**src/rtl/alu_ctrl_pkg.sv**
```systemverilog
// alu_ctrl_pkg: AluCtrl encodings shared with the control decoder, plus the ALU FSM state type
package alu_ctrl_pkg;
  localparam logic [3:0] ALU_AND  = 4'b0000;
  localparam logic [3:0] ALU_ANDI = 4'b0001;
  localparam logic [3:0] ALU_ADD  = 4'b0010;
  localparam logic [3:0] ALU_ADDI = 4'b0011;
  localparam logic [3:0] ALU_SLL  = 4'b0100;
  localparam logic [3:0] ALU_SLT  = 4'b0111;
  localparam logic [3:0] ALU_LW   = 4'b1000;
  localparam logic [3:0] ALU_SW   = 4'b1001;
  localparam logic [3:0] ALU_BEQ  = 4'b1010;
  localparam logic [3:0] ALU_JAL  = 4'b1011;
  localparam logic [3:0] ALU_NOR  = 4'b1100;
  localparam logic [3:0] ALU_JR   = 4'b1111;
  typedef enum logic {IDLE, SHIFT} state_t;
endpackage

```
**src/rtl/alu_exec_unit_if.sv**
```systemverilog
// alu_exec_unit_if: valid/ready operation and result bundle for the execute-stage ALU
interface alu_exec_unit_if #(parameter int DATA_WIDTH = 32);
  localparam int SHAMT_W = $clog2(DATA_WIDTH);
  logic                  InValid;
  logic                  InReady;
  logic [3:0]            AluCtrl;
  logic [DATA_WIDTH-1:0] OperandA;
  logic [DATA_WIDTH-1:0] OperandB;
  logic [SHAMT_W-1:0]    Shamt;
  logic [DATA_WIDTH-1:0] PcPlus4;
  logic                  OutValid;
  logic                  OutReady;
  logic [DATA_WIDTH-1:0] Result;
  logic                  Zero;
  logic                  BranchTaken;
  logic                  JumpReg;
  logic                  IllegalOp;
  modport slave (
    input  InValid, AluCtrl, OperandA, OperandB, Shamt, PcPlus4, OutReady,
    output InReady, OutValid, Result, Zero, BranchTaken, JumpReg, IllegalOp
  );
  modport master (
    output InValid, AluCtrl, OperandA, OperandB, Shamt, PcPlus4, OutReady,
    input  InReady, OutValid, Result, Zero, BranchTaken, JumpReg, IllegalOp
  );
endinterface

```
**src/rtl/alu_shift_seq.sv**
```systemverilog
// alu_shift_seq: one-bit-per-cycle left shifter; first bit shifts on start, done is asserted with the final bit
module alu_shift_seq #(
  parameter int DATA_WIDTH = 32,
  localparam int SHAMT_W = $clog2(DATA_WIDTH)
) (
  input  logic                  clk,
  input  logic                  rst_n,
  input  logic                  start,
  input  logic [SHAMT_W-1:0]    shamt,
  input  logic [DATA_WIDTH-1:0] data_in,
  output logic                  done,
  output logic [DATA_WIDTH-1:0] data_out
);
  logic [SHAMT_W-1:0]    cnt;
  logic [DATA_WIDTH-1:0] val;
  assign done     = cnt == SHAMT_W'(1);
  assign data_out = {val[DATA_WIDTH-2:0], 1'b0};
  // load shifted-once operand on start, then shift and count down until the last step
  always_ff @(posedge clk or negedge rst_n)
    if (!rst_n) begin
      cnt <= '0;
      val <= '0;
    end else if (start) begin
      cnt <= shamt - 1'b1;
      val <= {data_in[DATA_WIDTH-2:0], 1'b0};
    end else if (cnt != '0) begin
      cnt <= cnt - 1'b1;
      val <= {val[DATA_WIDTH-2:0], 1'b0};
    end
endmodule

```
**src/rtl/alu_exec_unit.sv**
```systemverilog
// alu_exec_unit: execute-stage ALU with one registered output slot; ALU_BARREL_SHIFT_EN selects a single-cycle SLL
module alu_exec_unit
  import alu_ctrl_pkg::*;
#(
  parameter int DATA_WIDTH = 32
) (
  input  logic          clk,
  input  logic          rst_n,
  alu_exec_unit_if.slave bus
);
  localparam int SHAMT_W = $clog2(DATA_WIDTH);
  logic                  ready_en;
  logic                  idle;
  logic                  acc;
  logic                  iter_sll;
  logic                  seq_done;
  logic [DATA_WIDTH-1:0] seq_data;
  logic [DATA_WIDTH-1:0] shl;
  logic [DATA_WIDTH-1:0] res;
  logic                  br;
  logic                  jr;
  logic                  ill;
`ifdef ALU_BARREL_SHIFT_EN
  assign idle     = 1'b1;
  assign iter_sll = 1'b0;
  assign seq_done = 1'b0;
  assign seq_data = '0;
  assign shl      = bus.OperandB << bus.Shamt;
`else
  state_t state, next_state;
  assign idle     = state == IDLE;
  assign iter_sll = bus.AluCtrl == ALU_SLL && |bus.Shamt[SHAMT_W-1:1];
  assign shl      = bus.Shamt[0] ? {bus.OperandB[DATA_WIDTH-2:0], 1'b0} : bus.OperandB;
  alu_shift_seq #(.DATA_WIDTH(DATA_WIDTH)) u_seq (
    .clk     (clk),
    .rst_n   (rst_n),
    .start   (acc && iter_sll),
    .shamt   (bus.Shamt),
    .data_in (bus.OperandB),
    .done    (seq_done),
    .data_out(seq_data)
  );
  // FSM state register
  always_ff @(posedge clk or negedge rst_n)
    if (!rst_n) state <= IDLE;
    else state <= next_state;
  // enter SHIFT on a multi-step SLL, leave when the shifter finishes
  always_comb begin
    next_state = state;
    next_state = (state == IDLE) ? ((acc && iter_sll) ? SHIFT : IDLE) : (seq_done ? IDLE : SHIFT);
  end
`endif
  assign acc         = bus.InValid && bus.InReady;
  assign bus.InReady = ready_en && idle && (!bus.OutValid || bus.OutReady);
  assign bus.Zero    = bus.OutValid && bus.Result == '0;
  // single-cycle op mux; only the flag owned by the code is raised
  always_comb begin
    res = '0;
    br  = 1'b0;
    jr  = 1'b0;
    ill = 1'b0;
    case (bus.AluCtrl)
      ALU_AND, ALU_ANDI:              res = bus.OperandA & bus.OperandB;
      ALU_ADD, ALU_ADDI, ALU_LW, ALU_SW: res = bus.OperandA + bus.OperandB;
      ALU_SLL:                        res = shl;
      ALU_SLT:                        res = {{(DATA_WIDTH-1){1'b0}}, $signed(bus.OperandA) < $signed(bus.OperandB)};
      ALU_BEQ: begin
        res = bus.OperandA - bus.OperandB;
        br  = bus.OperandA == bus.OperandB;
      end
      ALU_JAL:                        res = bus.PcPlus4;
      ALU_NOR:                        res = ~(bus.OperandA | bus.OperandB);
      ALU_JR: begin
        res = bus.OperandA;
        jr  = 1'b1;
      end
      default:                        ill = 1'b1;
    endcase
  end
  // output slot: shifter completion, else a 1-cycle accept (reload on drain), else drain
  always_ff @(posedge clk or negedge rst_n)
    if (!rst_n) begin
      ready_en        <= 1'b0;
      bus.OutValid    <= 1'b0;
      bus.Result      <= '0;
      bus.BranchTaken <= 1'b0;
      bus.JumpReg     <= 1'b0;
      bus.IllegalOp   <= 1'b0;
    end else begin
      ready_en <= 1'b1;
      if (seq_done) begin
        bus.OutValid    <= 1'b1;
        bus.Result      <= seq_data;
        bus.BranchTaken <= 1'b0;
        bus.JumpReg     <= 1'b0;
        bus.IllegalOp   <= 1'b0;
      end else if (acc && !iter_sll) begin
        bus.OutValid    <= 1'b1;
        bus.Result      <= res;
        bus.BranchTaken <= br;
        bus.JumpReg     <= jr;
        bus.IllegalOp   <= ill;
      end else if (bus.OutReady) bus.OutValid <= 1'b0;
    end
endmodule

```
**src/flat_wrapper.sv**
```systemverilog
// flat-port wrapper written by rule: the top's interface ports become plain ports
module alu_exec_unit_flat import alu_ctrl_pkg::*;
#(
  parameter int DATA_WIDTH = 32
)
  (clk, rst_n, bus_InValid, bus_AluCtrl, bus_OperandA, bus_OperandB, bus_Shamt, bus_PcPlus4, bus_OutReady, bus_InReady, bus_OutValid, bus_Result, bus_Zero, bus_BranchTaken, bus_JumpReg, bus_IllegalOp);
  alu_exec_unit_if #(.DATA_WIDTH(DATA_WIDTH)) bus_i ();
  input  logic clk;
  input  logic rst_n;
  input wire logic [$bits(bus_i.InValid)-1:0] bus_InValid;
  input wire logic [$bits(bus_i.AluCtrl)-1:0] bus_AluCtrl;
  input wire logic [$bits(bus_i.OperandA)-1:0] bus_OperandA;
  input wire logic [$bits(bus_i.OperandB)-1:0] bus_OperandB;
  input wire logic [$bits(bus_i.Shamt)-1:0] bus_Shamt;
  input wire logic [$bits(bus_i.PcPlus4)-1:0] bus_PcPlus4;
  input wire logic [$bits(bus_i.OutReady)-1:0] bus_OutReady;
  output wire logic [$bits(bus_i.InReady)-1:0] bus_InReady;
  output wire logic [$bits(bus_i.OutValid)-1:0] bus_OutValid;
  output wire logic [$bits(bus_i.Result)-1:0] bus_Result;
  output wire logic [$bits(bus_i.Zero)-1:0] bus_Zero;
  output wire logic [$bits(bus_i.BranchTaken)-1:0] bus_BranchTaken;
  output wire logic [$bits(bus_i.JumpReg)-1:0] bus_JumpReg;
  output wire logic [$bits(bus_i.IllegalOp)-1:0] bus_IllegalOp;
  assign bus_i.InValid = bus_InValid;
  assign bus_i.AluCtrl = bus_AluCtrl;
  assign bus_i.OperandA = bus_OperandA;
  assign bus_i.OperandB = bus_OperandB;
  assign bus_i.Shamt = bus_Shamt;
  assign bus_i.PcPlus4 = bus_PcPlus4;
  assign bus_i.OutReady = bus_OutReady;
  assign bus_InReady = bus_i.InReady;
  assign bus_OutValid = bus_i.OutValid;
  assign bus_Result = bus_i.Result;
  assign bus_Zero = bus_i.Zero;
  assign bus_BranchTaken = bus_i.BranchTaken;
  assign bus_JumpReg = bus_i.JumpReg;
  assign bus_IllegalOp = bus_i.IllegalOp;
  alu_exec_unit #(.DATA_WIDTH(DATA_WIDTH)) u_core (.clk(clk), .rst_n(rst_n), .bus(bus_i));
endmodule
```
**config.mk**
```make
export PLATFORM = sky130hd
export DESIGN_NAME = alu_exec_unit_flat
export DESIGN_NICKNAME = d
export VERILOG_FILES = /design/src/rtl/alu_ctrl_pkg.sv /design/src/rtl/alu_exec_unit_if.sv /design/src/rtl/alu_shift_seq.sv /design/src/rtl/alu_exec_unit.sv /design/src/flat_wrapper.sv
export SDC_FILE = /design/constraint.sdc
export NUM_CORES = 1
export LEC_CHECK = 0
export ABC_AREA = 1
export CELL_PAD_IN_SITES_DETAIL_PLACEMENT = 2
export CELL_PAD_IN_SITES_GLOBAL_PLACEMENT = 2
export CORE_MARGIN = 2
export CORE_UTILIZATION = 26
export DETAILED_ROUTE_END_ITERATION = 10
export GPL_TIMING_DRIVEN = 0
export PLACE_DENSITY = 0.8
export RECOVER_POWER = 100
export SLEW_MARGIN = 15
export SYNTH_ARGS = -nofsm -noshare
export SYNTH_HDL_FRONTEND = slang
export SYNTH_SLANG_ARGS = --single-unit
```
**constraint.sdc**
```tcl
create_clock -name clk -period 1.75 [get_ports clk]
set_clock_uncertainty 0.1 [all_clocks]
set_input_delay 0.4375 -clock clk [delete_from_list [all_inputs] [get_ports clk]]
set_output_delay 0.4375 -clock clk [all_outputs]
set_load 0.005 [all_outputs]
```
Yosys cells after proc, flatten, opt, wreduce, memory -nomap -nowiden
Cells that the tools add are included.
{"block": "word_totals", "output_inout_bits": 38, "in_bits": 109, "elab_cells": 74, "reg_bits": 74}
{"block": "op_classes", "reduce_logical": 20, "magnitude_cmp": 1, "n_addsub": 4, "n_bitwise": 4, "n_mux": 23, "n_eq_ne": 13}
{"op": "$pmux W32 S8", "n": 1}
{"op": "$mux W32", "n": 3}
{"op": "$mux W31", "n": 2}
{"op": "$add A32 B32 Y32", "n": 1}
{"op": "$and A32 B32 Y32", "n": 1}
{"op": "$eq A32 B32 Y1", "n": 1}
{"op": "$logic_not A32 Y1", "n": 1}
{"op": "$lt A32 B32 Y1", "n": 1}
{"op": "$not A32 Y32", "n": 1}
{"op": "$or A32 B32 Y32", "n": 1}
{"op": "$sub A32 B32 Y32", "n": 1}
{"op": "$eq A4 B4 Y1 const B", "n": 6}
{"op": "$mux W1", "n": 15}
{"op": "$reduce_or A12 Y1", "n": 1}
{"op": "$mux W5", "n": 2}
{"op": "$sub A5 B1 Y5 const B", "n": 2}
{"op": "$eq A4 B2 Y1 const B", "n": 2}
{"op": "$eq A4 B3 Y1 const B", "n": 2}
{"op": "$reduce_or A4 Y1", "n": 2}
{"op": "$logic_and A1 B1 Y1", "n": 7}
{"op": "$eq A5 B1 Y1 const B", "n": 1}
{"op": "$reduce_bool A5 Y1", "n": 1}
{"op": "$eq A4 B1 Y1 const B", "n": 1}
{"op": "$logic_not A4 Y1", "n": 1}
{"op": "other kinds (6)", "n": 8}

Depth between registers and ports, before layout
Gate-level depths: netlist of run 1.
{"block": "depth", "ltp_word": 7, "depth_mapped": 19, "depth_no_buf": 18}

By module
From an unflattened synthesis of run 1, not the netlist that was laid out.
{"block": "unflattened", "hier_cells": 2066, "hier_area_um2": 11581.1}
{"mod": "alu_exec_unit", "cells_each": 1813, "area_each_um2": 9575.4, "instances": 1, "seq_area_each_um2": 950.9}
{"mod": "alu_shift_seq", "cells_each": 253, "area_each_um2": 2005.7, "instances": 1, "seq_area_each_um2": 875.8}

Worst setup path before layout of run 1
Ideal clock, no wire load.
{"block": "synth_path", "path_type": "input port to flip-flop", "startpoint": "in bus_OperandB[0]", "endpoint": "reg u_core.bus.Result[30]", "setup_slack_ps": -431, "path_buffers": 0, "cell_stages": 17, "setup_time_ps": 117, "t_arrival_ps": 1964, "required_ps": 1533, "cell_sequence": "ha_1 inv_1 fa_1 inv_1 nand3_1 nand3_1 nand2_1 nand2_1 nand2_1 nand2_1 nand2_1 nand2_1 nand2_1 nand3_1 nand3_1 nand2_1 nand2_1"}
{"block": "synth_via", "elab_chain_len": 4, "word_cells_on_any_way": 5, "classes_between": "add/sub (2); mux (3)"}
{"item": "from (decl)", "line": "flat_wrapper.sv:13", "rtl": "input wire logic [$bits(bus_i.OperandB)-1:0] bus_OperandB;"}
{"item": "$sub A32 B32 Y32 / $add A32 B32 Y32 (equally long branches)", "line": "alu_exec_unit.sv:68, alu_exec_unit.sv:64"}
{"item": "$pmux W32 S8 *", "line": "alu_exec_unit.sv:62", "rtl": "case (bus.AluCtrl)"}
{"item": "$mux W32 *", "line": "alu_exec_unit.sv:97", "rtl": "end else if (acc && !iter_sll) begin"}
{"item": "$mux W32 *", "line": "alu_exec_unit.sv:91", "rtl": "if (seq_done) begin"}
{"item": "to (signal assigned)", "line": "alu_exec_unit.sv:93", "rtl": "bus.Result <= seq_data;"}
{"item": "to (signal assigned)", "line": "alu_exec_unit.sv:99", "rtl": "bus.Result <= res;"}
{"item": "to (decl)", "line": "alu_exec_unit_if.sv:20", "rtl": "output InReady, OutValid, Result, Zero, BranchTaken, JumpReg, IllegalOp"}
Every way passes the cells marked *; elsewhere a longest branch is shown, timed or not. The select of a mux whose other input is x is not followed.
A chain may end at the register's enable or synchronous reset.

Worst setup path after layout of run 1
{"block": "layout_path", "startpoint": "reg u_core.bus.Result[5]", "endpoint": "out bus_Zero"}
{"block": "layout_via", "elab_chain_len": 2}
{"item": "$logic_not A32 Y1", "line": "alu_exec_unit.sv:55", "rtl": "assign bus.Zero = bus.OutValid && bus.Result == '0;"}
{"item": "$logic_and A1 B1 Y1", "line": "alu_exec_unit.sv:55"}
{"item": "to (decl)", "line": "flat_wrapper.sv:20", "rtl": "output wire logic [$bits(bus_i.Zero)-1:0] bus_Zero;"}
No other way between the ends.

==> reports/qor.csv, run 1 <==
metric;value;unit
Power Total;19.4;mW
Max Cap Viol;0;
core area;41900;um2
sw power;10.5;mW
Pint;8.84;mW
via count;18400;
vias per cell;6.32;
number of global-route vias before repair;18800;
post-route ant nets;0;
Min Clock Period, post-route;2.82;ns
row count;75;
DRC viols;0;
Hold WS;0.285;ns
Place WS;-1.79;ns
Leak Pwr;10.9;nW
Initial Utilization;0.263;
share of cells above drive strength 1;0.556;
f_max;355;MHz
post-synthesis sequential area ratio;0.166;
combinational fraction of design power;0.732;
Final Setup Violations;83;
syn nets;2188;
switch share;0.544;
hold path startpoint;bus_OperandB[3];
IO Port Bufs;146;
FF+latch count, synth;73;
RSZ-0062 raised after global routing;true;
CTS buffer count;9;
sequential share of power;0.163;
commonest non-fill, non-tap cell in the layout;nand2_1;
most frequent cells in the layout;322 x nand2_1, 253 x inv_1, 187 x nand2_2, 177 x buf_4, 111 x nand2_4;
Synth Instances;1967;
H-tree depth;3;
failing checks;setup timing;
P&R area growth vs syn;101;%
Worst slew margin;0.419;
final hold violation count;0;
Worst Path Max Fanout;2;
Skew-Pair Late Insertion Delay;0.37;ns
Die ar.;43900;um2
final worst path period share;1.61;
Tightest Pin Transition;0.864;ns
Ys Warns;0;
GP Congestion;0.919;
CTS Buffer Depth;2;
Startpoint Class;register;
Critical Path AT;2.28;ns
Mapped Area;11000;um2
CP endpoint kind;primary output;
largest net degree at the start of global routing;54;
Reg clk slew, reported paths;0.07;ns
R2R Path Start;u_core.bus.OutValid;
TritonCTS Sinks;73;
CTS root buffer;clkbuf_16;
ranking of synthesized cells by area;nand2_1 22%, dfrtp_1 17%, inv_1 14%;
Yosys top cell area share;0.215;
GRT Total Usage;0.396;
Top Ports;147;
syn avg cell area;5.59;um2
Setup CP Type;reg2out;
status;complete, but fails checks;
Post-synth EDFFs;0;
power per cell area;879;nW/um2
nets;2592;
Design Area, Final;22100;um2
Wirelength per Cell;40.2;um
Setup WS post-layout;-1.07;ns
crit path launch;u_core.bus.Result[5];
first-pass GRT wire length;128000;um
First-pass DRT Iterations;5;
number of DRC markers in iteration 0;2369;
Synth cell types;49;
die height;210;um
ys flop type;dfrtp_1;
largest area contributor in the netlist;nand2_1;
Final Max Tran Viols;0;
clock network power share;0.105;
DPL Wire Length;51300;um
Async SR Flop Fraction;1.00;
Routed WL;117000;um
HP Class;in2reg;
Critical Path RT;1.21;ns
DP Area;13900;um2
antenna violations before repair;4;
CTS tree;yes;
Die W;210;um
VDD IR max;0.631;mV
grt total ovfl;0;
==> final timing paths <==
path / to / slack, ns / cells after the start
worst max register to register: u_core.bus.Result[26] / -0.64 / 14
max in group asynchronous: u_core.bus.Result[13] / 0.10 / 3
worst min register to register: u_core.bus.IllegalOp / 0.48 / 2
min in group asynchronous: u_core.u_seq.val[2] / 0.56 / 2
worst max-delay path: bus_Zero / -1.07 / 6
worst min-delay path: u_core.u_seq.val[4] / 0.29 / 3
==> power by group through the flow <==
stage | sequential, mW | clock (mW) | combinational (mW)
after floorplan | 2.78 | 0 | 3.72
after global placement | 2.83 | 0 | 6.17
after detailed placement | 2.87 | 0 | 6.46
after CTS | 2.82 | 1.87 | 8.97
after global routing | 3.15 | 2.07 | 14.3
final | 3.16 | 2.03 | 14.2
==> metal layers <==
metal / global-route usage / vias to the layer above / part of all wire
met4: 0.243 / 4 / 0.081
met2: 0.691 / 1606 / 0.42
met5: 0 / - / 0.00020
li1: - / 6959 / -
met3: 0.0655 / 615 / 0.12
met1: 0.452 / 9248 / 0.38
==> layout make-up <==
cell class	count	area [um2]
fill	4503	19800
multi-input combinational	1414	12500
timing repair buffer	410	4260
sequential	73	1830
inverter	409	1760
buffer	54	737
tap	539	674
clock buffer	10	229
clock inverter	5	57.6
antenna	2	5.00
==> Yosys cell counts, types with 2 or more instances <==
| library cell | number |
|---|---|
| a31oi_1 | 2 |
| nor2_2 | 3 |
| dfrtp_1 | 73 |
| buf_4 | 5 |
| clkinv_1 | 2 |
| and2_1 | 3 |
| o22ai_1 | 13 |
| o21ai_0 | 72 |
| nor4_1 | 26 |
| nand4_1 | 15 |
| a211oi_1 | 7 |
| nor3_1 | 20 |
| nor2_4 | 4 |
| nand2_2 | 3 |
| xor2_1 | 6 |
| inv_1 | 397 |
| ha_1 | 110 |
| inv_2 | 10 |
| a311oi_1 | 2 |
| clkbuf_1 | 16 |
| o211ai_1 | 11 |
| fa_1 | 2 |
| nand3_1 | 186 |
| o221ai_1 | 3 |
| buf_2 | 43 |
| nand2_1 | 631 |
| clkbuf_2 | 3 |
| nor2_1 | 137 |
| o21ai_1 | 29 |
| buf_6 | 3 |
| a21oi_1 | 106 |
| a21o_1 | 2 |
| o21bai_1 | 6 |
==> repair_timing <==
item                                     CTS  global route
gates cloned                              12             5
pin swaps                                264           262
hold endpoints to repair                  20             0
resized for setup                       1263           671
buffers inserted                         145           109
hold buffers                               1             0
endpoints found under the setup margin   107            81
==> through the flow <==
stage                     cells  setup TNS [ns]   util
after floorplan            1967           -5.15      -
after global placement     2652         -270.50  0.331
after detailed placement   2653          -87.77  0.331
after CTS                  2815          -21.01  0.441
after global routing       2914          -41.39  0.527
final                      2916          -39.40  0.527
==> sequential cells by signal, indices dropped and copies added, names as in the netlist <==
| signal | count |
|---|---|
| u_core.bus.Result | 32 |
| u_core.u_seq.val | 30 |
| u_core.u_seq.cnt | 5 |
| u_core.bus.BranchTaken | 1 |
| u_core.bus.IllegalOp | 1 |
| u_core.bus.JumpReg | 1 |
| u_core.bus.OutValid | 1 |
| u_core.ready_en | 1 |
| u_core.state | 1 |
==> critical path, cell delays in order, from the launching register on <==
cell     delay, ns
dfrtp_1       0.40
inv_1         0.15
nand3_2       0.14
nor3_4        0.55
nand4_1       0.30
nor4_2        0.20
buf_2         0.15
==> kinds of logic (layout without fill, tap and decap cells) <==
family	count (synthesis)	in the layout	synth area share
simple gates	1033	1033	0.393
other cells	1	3	0.000341
compound gates	261	261	0.133
flops	73	73	0.166
xor+xnor	7	7	0.00558
fa+ha+maj	112	112	0.129
buf+inv	480	888	0.173
(Power assumes the default switching activity.)
==> inputs of run 2 (changes only) <==
--- a/config.mk
+++ b/config.mk
@@ -14,7 +14,8 @@
 export GPL_TIMING_DRIVEN = 0
 export PLACE_DENSITY = 0.8
 export RECOVER_POWER = 100
-export SLEW_MARGIN = 15
+export SLEW_MARGIN = 20
 export SYNTH_ARGS = -nofsm -noshare
 export SYNTH_HDL_FRONTEND = slang
 export SYNTH_SLANG_ARGS = --single-unit
+export TNS_END_PERCENT = 100
==> run 2 against run 1 <==
The run still ends with setup timing left. Via count decreased by 1.6%. Non-clock buffer count increased by 2. Sequential cell count unchanged. Worst setup slack improved by 0.25 ns. Critical path depth increased by 11. Total power decreased by 5.7%. Register-to-register slack about the same. Fmax increased by 9.8%. Hold slack got worse by 0.0033 ns. Largest power group unchanged. Highest routed layer unchanged.
==> reports/qor.csv, run 2 (synthesis gave the netlist of run 1 again) <==
metric;value;unit;change
# fillers;4659;;was 4,503
worst reg2reg path depth;14;;unchanged
antenna violations before repair;1;;was 4
power per cell area;841;nW/um2;was 879 nW/um2
CP endpoint kind;register;;was primary output
failing checks;setup timing;;unchanged
TritonCTS Sinks;73;;unchanged
worst-path cell with the longest stage delay;ha_4;;was nor3_4
Die W;210;um;unchanged
die height;210;um;unchanged
core area;41900;um2;unchanged
clock network power share;0.109;;was 0.105
Worst slew margin;0.534;;was 0.419
Top delay family on crit path;simple AND/OR/NAND/NOR gates;;unchanged
Largest register FFs;32;;unchanged
R2R setup slack;-0.65;ns;was -0.64 ns
DPL Wire Length;51000;um;was 51,300 um
grt total ovfl;0;;unchanged
final worst path period share;1.47;;was 1.61
Hold Path End;u_core.u_seq.val[23];;was u_core.u_seq.val[4]
CTS tree;yes;;unchanged
Final Setup Violations;78;;was 83
share of cells above drive strength 1;0.541;;was 0.556
IO Port Bufs;146;;unchanged
crit-path cells;buf_6, inv_2, ha_4, buf_4, nand2_4, inv_1, nand2_1, nand2_2, inv_1, nand3_4, nand3_4, nand2_2, nand2_1, nand3_2, nand3_4, nand2_1, nand2_1;;was inv_1, nand3_2, nor3_4, nand4_1, nor4_2, buf_2
hold path startpoint;bus_OperandB[22];;was bus_OperandB[3]
GP Congestion;0.919;;unchanged
combinational fraction of design power;0.724;;was 0.732
Post-Layout Cell Count;2917;;was 2,916
most frequent cells in the layout;339 x nand2_1, 251 x inv_1, 173 x buf_4, 172 x nand2_2, 112 x nand2_4;;was 322 x nand2_1, 253 x inv_1, 187 x nand2_2, 177 x buf_4, 111 x nand2_4
Place WS;-1.84;ns;was -1.79 ns
Final Max Tran Viols;0;;unchanged
delay of the slowest cell on the worst path;0.38;ns;was 0.55 ns
Wirelength per Cell;39.0;um;was 40.2 um
GRT Total Usage;0.369;;was 0.396
row count;75;;unchanged
CTS Buffer Depth;2;;unchanged
Tightest Pin Transition;0.693;ns;was 0.864 ns
switch share;0.541;;was 0.544
hold depth;3;;unchanged
WP buf/inv;5;;was 2
largest registers;u_core.bus.Result x32, u_core.u_seq.val x30, u_core.u_seq.cnt x5;;unchanged
R2R Path Start;u_core.bus.OutValid;;unchanged
nets;2594;;was 2,592
final hold violation count;0;;unchanged
Worst Path Max Fanout;8;;was 2
CTS root buffer;clkbuf_16;;unchanged
number of DRC markers in iteration 0;2647;;was 2,369
HP Class;in2reg;;unchanged
vias per cell;6.22;;was 6.32
sw power;9.88;mW;was 10.5 mW
Critical Path RT;1.91;ns;was 1.21 ns
Reg clk slew, reported paths;0.07;ns;about the same
Pint;8.39;mW;was 8.84 mW
Max Cap Viol;0;;unchanged
DRC viols;0;;unchanged
Crit Reg-Reg Endpoint;u_core.bus.Result[16];;was u_core.bus.Result[26]
f_max;390;MHz;was 355 MHz
Skew-Pair Late Insertion Delay;0.37;ns;about the same
post-route ant nets;0;;unchanged
Setup CP Type;in2reg;;was reg2out
commonest non-fill, non-tap cell in the layout;nand2_1;;unchanged
Initial Utilization;0.263;;unchanged
first-pass GRT wire length;120000;um;was 128,000 um
Setup WS post-layout;-0.817;ns;was -1.07 ns
cell repeated most along the worst path;nand2_1;;
status;complete, but fails checks;;unchanged
Largest Register;u_core.bus.Result;;unchanged
sequential share of power;0.167;;was 0.163
RSZ-0062 raised after global routing;true;;unchanged
Min Clock Period, post-route;2.57;ns;was 2.82 ns
Leak Pwr;10.8;nW;was 10.9 nW
Startpoint Class;primary input;;was register
Die ar.;43900;um2;unchanged
ANT cells;0;;was 2
largest net degree at the start of global routing;53;;was 54
P&R area growth vs syn;97.6;%;was 101%
Routed WL;114000;um;was 117,000 um
final core occ;0.519;;was 0.527
First-pass DRT Iterations;8;;was 5
Placed Cells;2653;;unchanged
via count;18100;;was 18,400
Critical Path AT;2.72;ns;was 2.28 ns
number of global-route vias before repair;18100;;was 18,800
VDD IR max;0.699;mV;was 0.631 mV
CTS buffer count;9;;unchanged
H-tree depth;3;;unchanged
Top Ports;147;;unchanged
-- run 2: cell count changes in the layout (fill, tap and decap cells not counted), moves of 7 or more --
cell and delta:
buf_12 -7, buf_6 +17, buf_8 -15, clkbuf_1 +11, inv_2 -18, inv_4 +22
nand2_1 +17, nand2_2 -15, nand3_4 -8
-- run 2: per-stage QoR --
stage          TNS [ns]  power, mW  hold WS, ns  area, um2
3_3_place_gp    -270.50       9.00        0.370      13800
3_5_place_dp     -87.52       9.32        0.255      13900
6_report         -30.73       18.3        0.282      21700
4_1_cts          -10.26       13.1        0.287      17700
2_1_floorplan     -5.15       6.50       0.0419      11700
5_1_grt          -33.85       18.6        0.292      21700
-- run 2: layout make-up --
class                      instances  area (um2)  share of cell area
multi-input combinational       1414       12300               0.565
timing repair buffer             410        4050               0.186
sequential                        73        1830              0.0841
inverter                         409        1810              0.0832
buffer                            56         798              0.0367
tap                              539         674              0.0310
clock buffer                      11         233              0.0107
clock inverter                     5        56.3             0.00259
-- run 2: how the worst max path moves through the flow --
stage / start / to / slack, ns / cells after the start
final: bus_OperandA[8] / u_core.bus.Result[18] / -0.82 / 17
after global routing: u_core.bus.Result[9] / bus_Zero / -0.78 / 5
after CTS: u_core.bus.Result[9] / bus_Zero / -0.70 / 5
after detailed placement: bus_AluCtrl[1] / u_core.bus.Result[24] / -1.84 / 10
after global placement: rst_n / u_core.bus.Result[29] / -2.59 / 1
after floorplan: bus_OperandA[0] / u_core.bus.Result[0] / -0.28 / 17
-- run 2: layer usage --
layer,up-vias,share of wire,global-route usage
li1,6959,-,-
met1,9213,0.39,0.430
met2,1499,0.43,0.649
met3,471,0.11,0.0606
met4,2,0.062,0.197
met5,-,0.000097,0
-- run 2: power groups by stage --
stage                     sequential, mW  clock, mW  combinational [mW]
after floorplan                     2.78          0                3.72
after global placement              2.83          0                6.17
after detailed placement            2.86          0                6.45
after CTS                           2.81       1.88                8.45
after global routing                3.06       2.03                13.5
final                               3.04       2.00                13.2
-- run 2: timing repair --
item / CTS / global route
setup buffers: 132 / 119
pin swaps: 238 / 270
hold buffers: 1 / 0
gates cloned: 7 / 9
setup endpoints to repair: 108 / 77
resized for setup: 1174 / 737
hold endpoints to repair: 21 / 0
-- run 2: worst register-to-register path, stage by stage, from the launching register on --
cell	delay (ns)
dfrtp_1	0.42
inv_2	0.13
o21ai_2	0.08
nor2_2	0.17
buf_4	0.14
nand2_4	0.06
buf_6	0.13
nor2_4	0.19
nand2_4	0.10
a21oi_4	0.22
buf_12	0.19
buf_6	0.11
buf_12	0.11
nand2_2	0.06
nand3_2	0.12
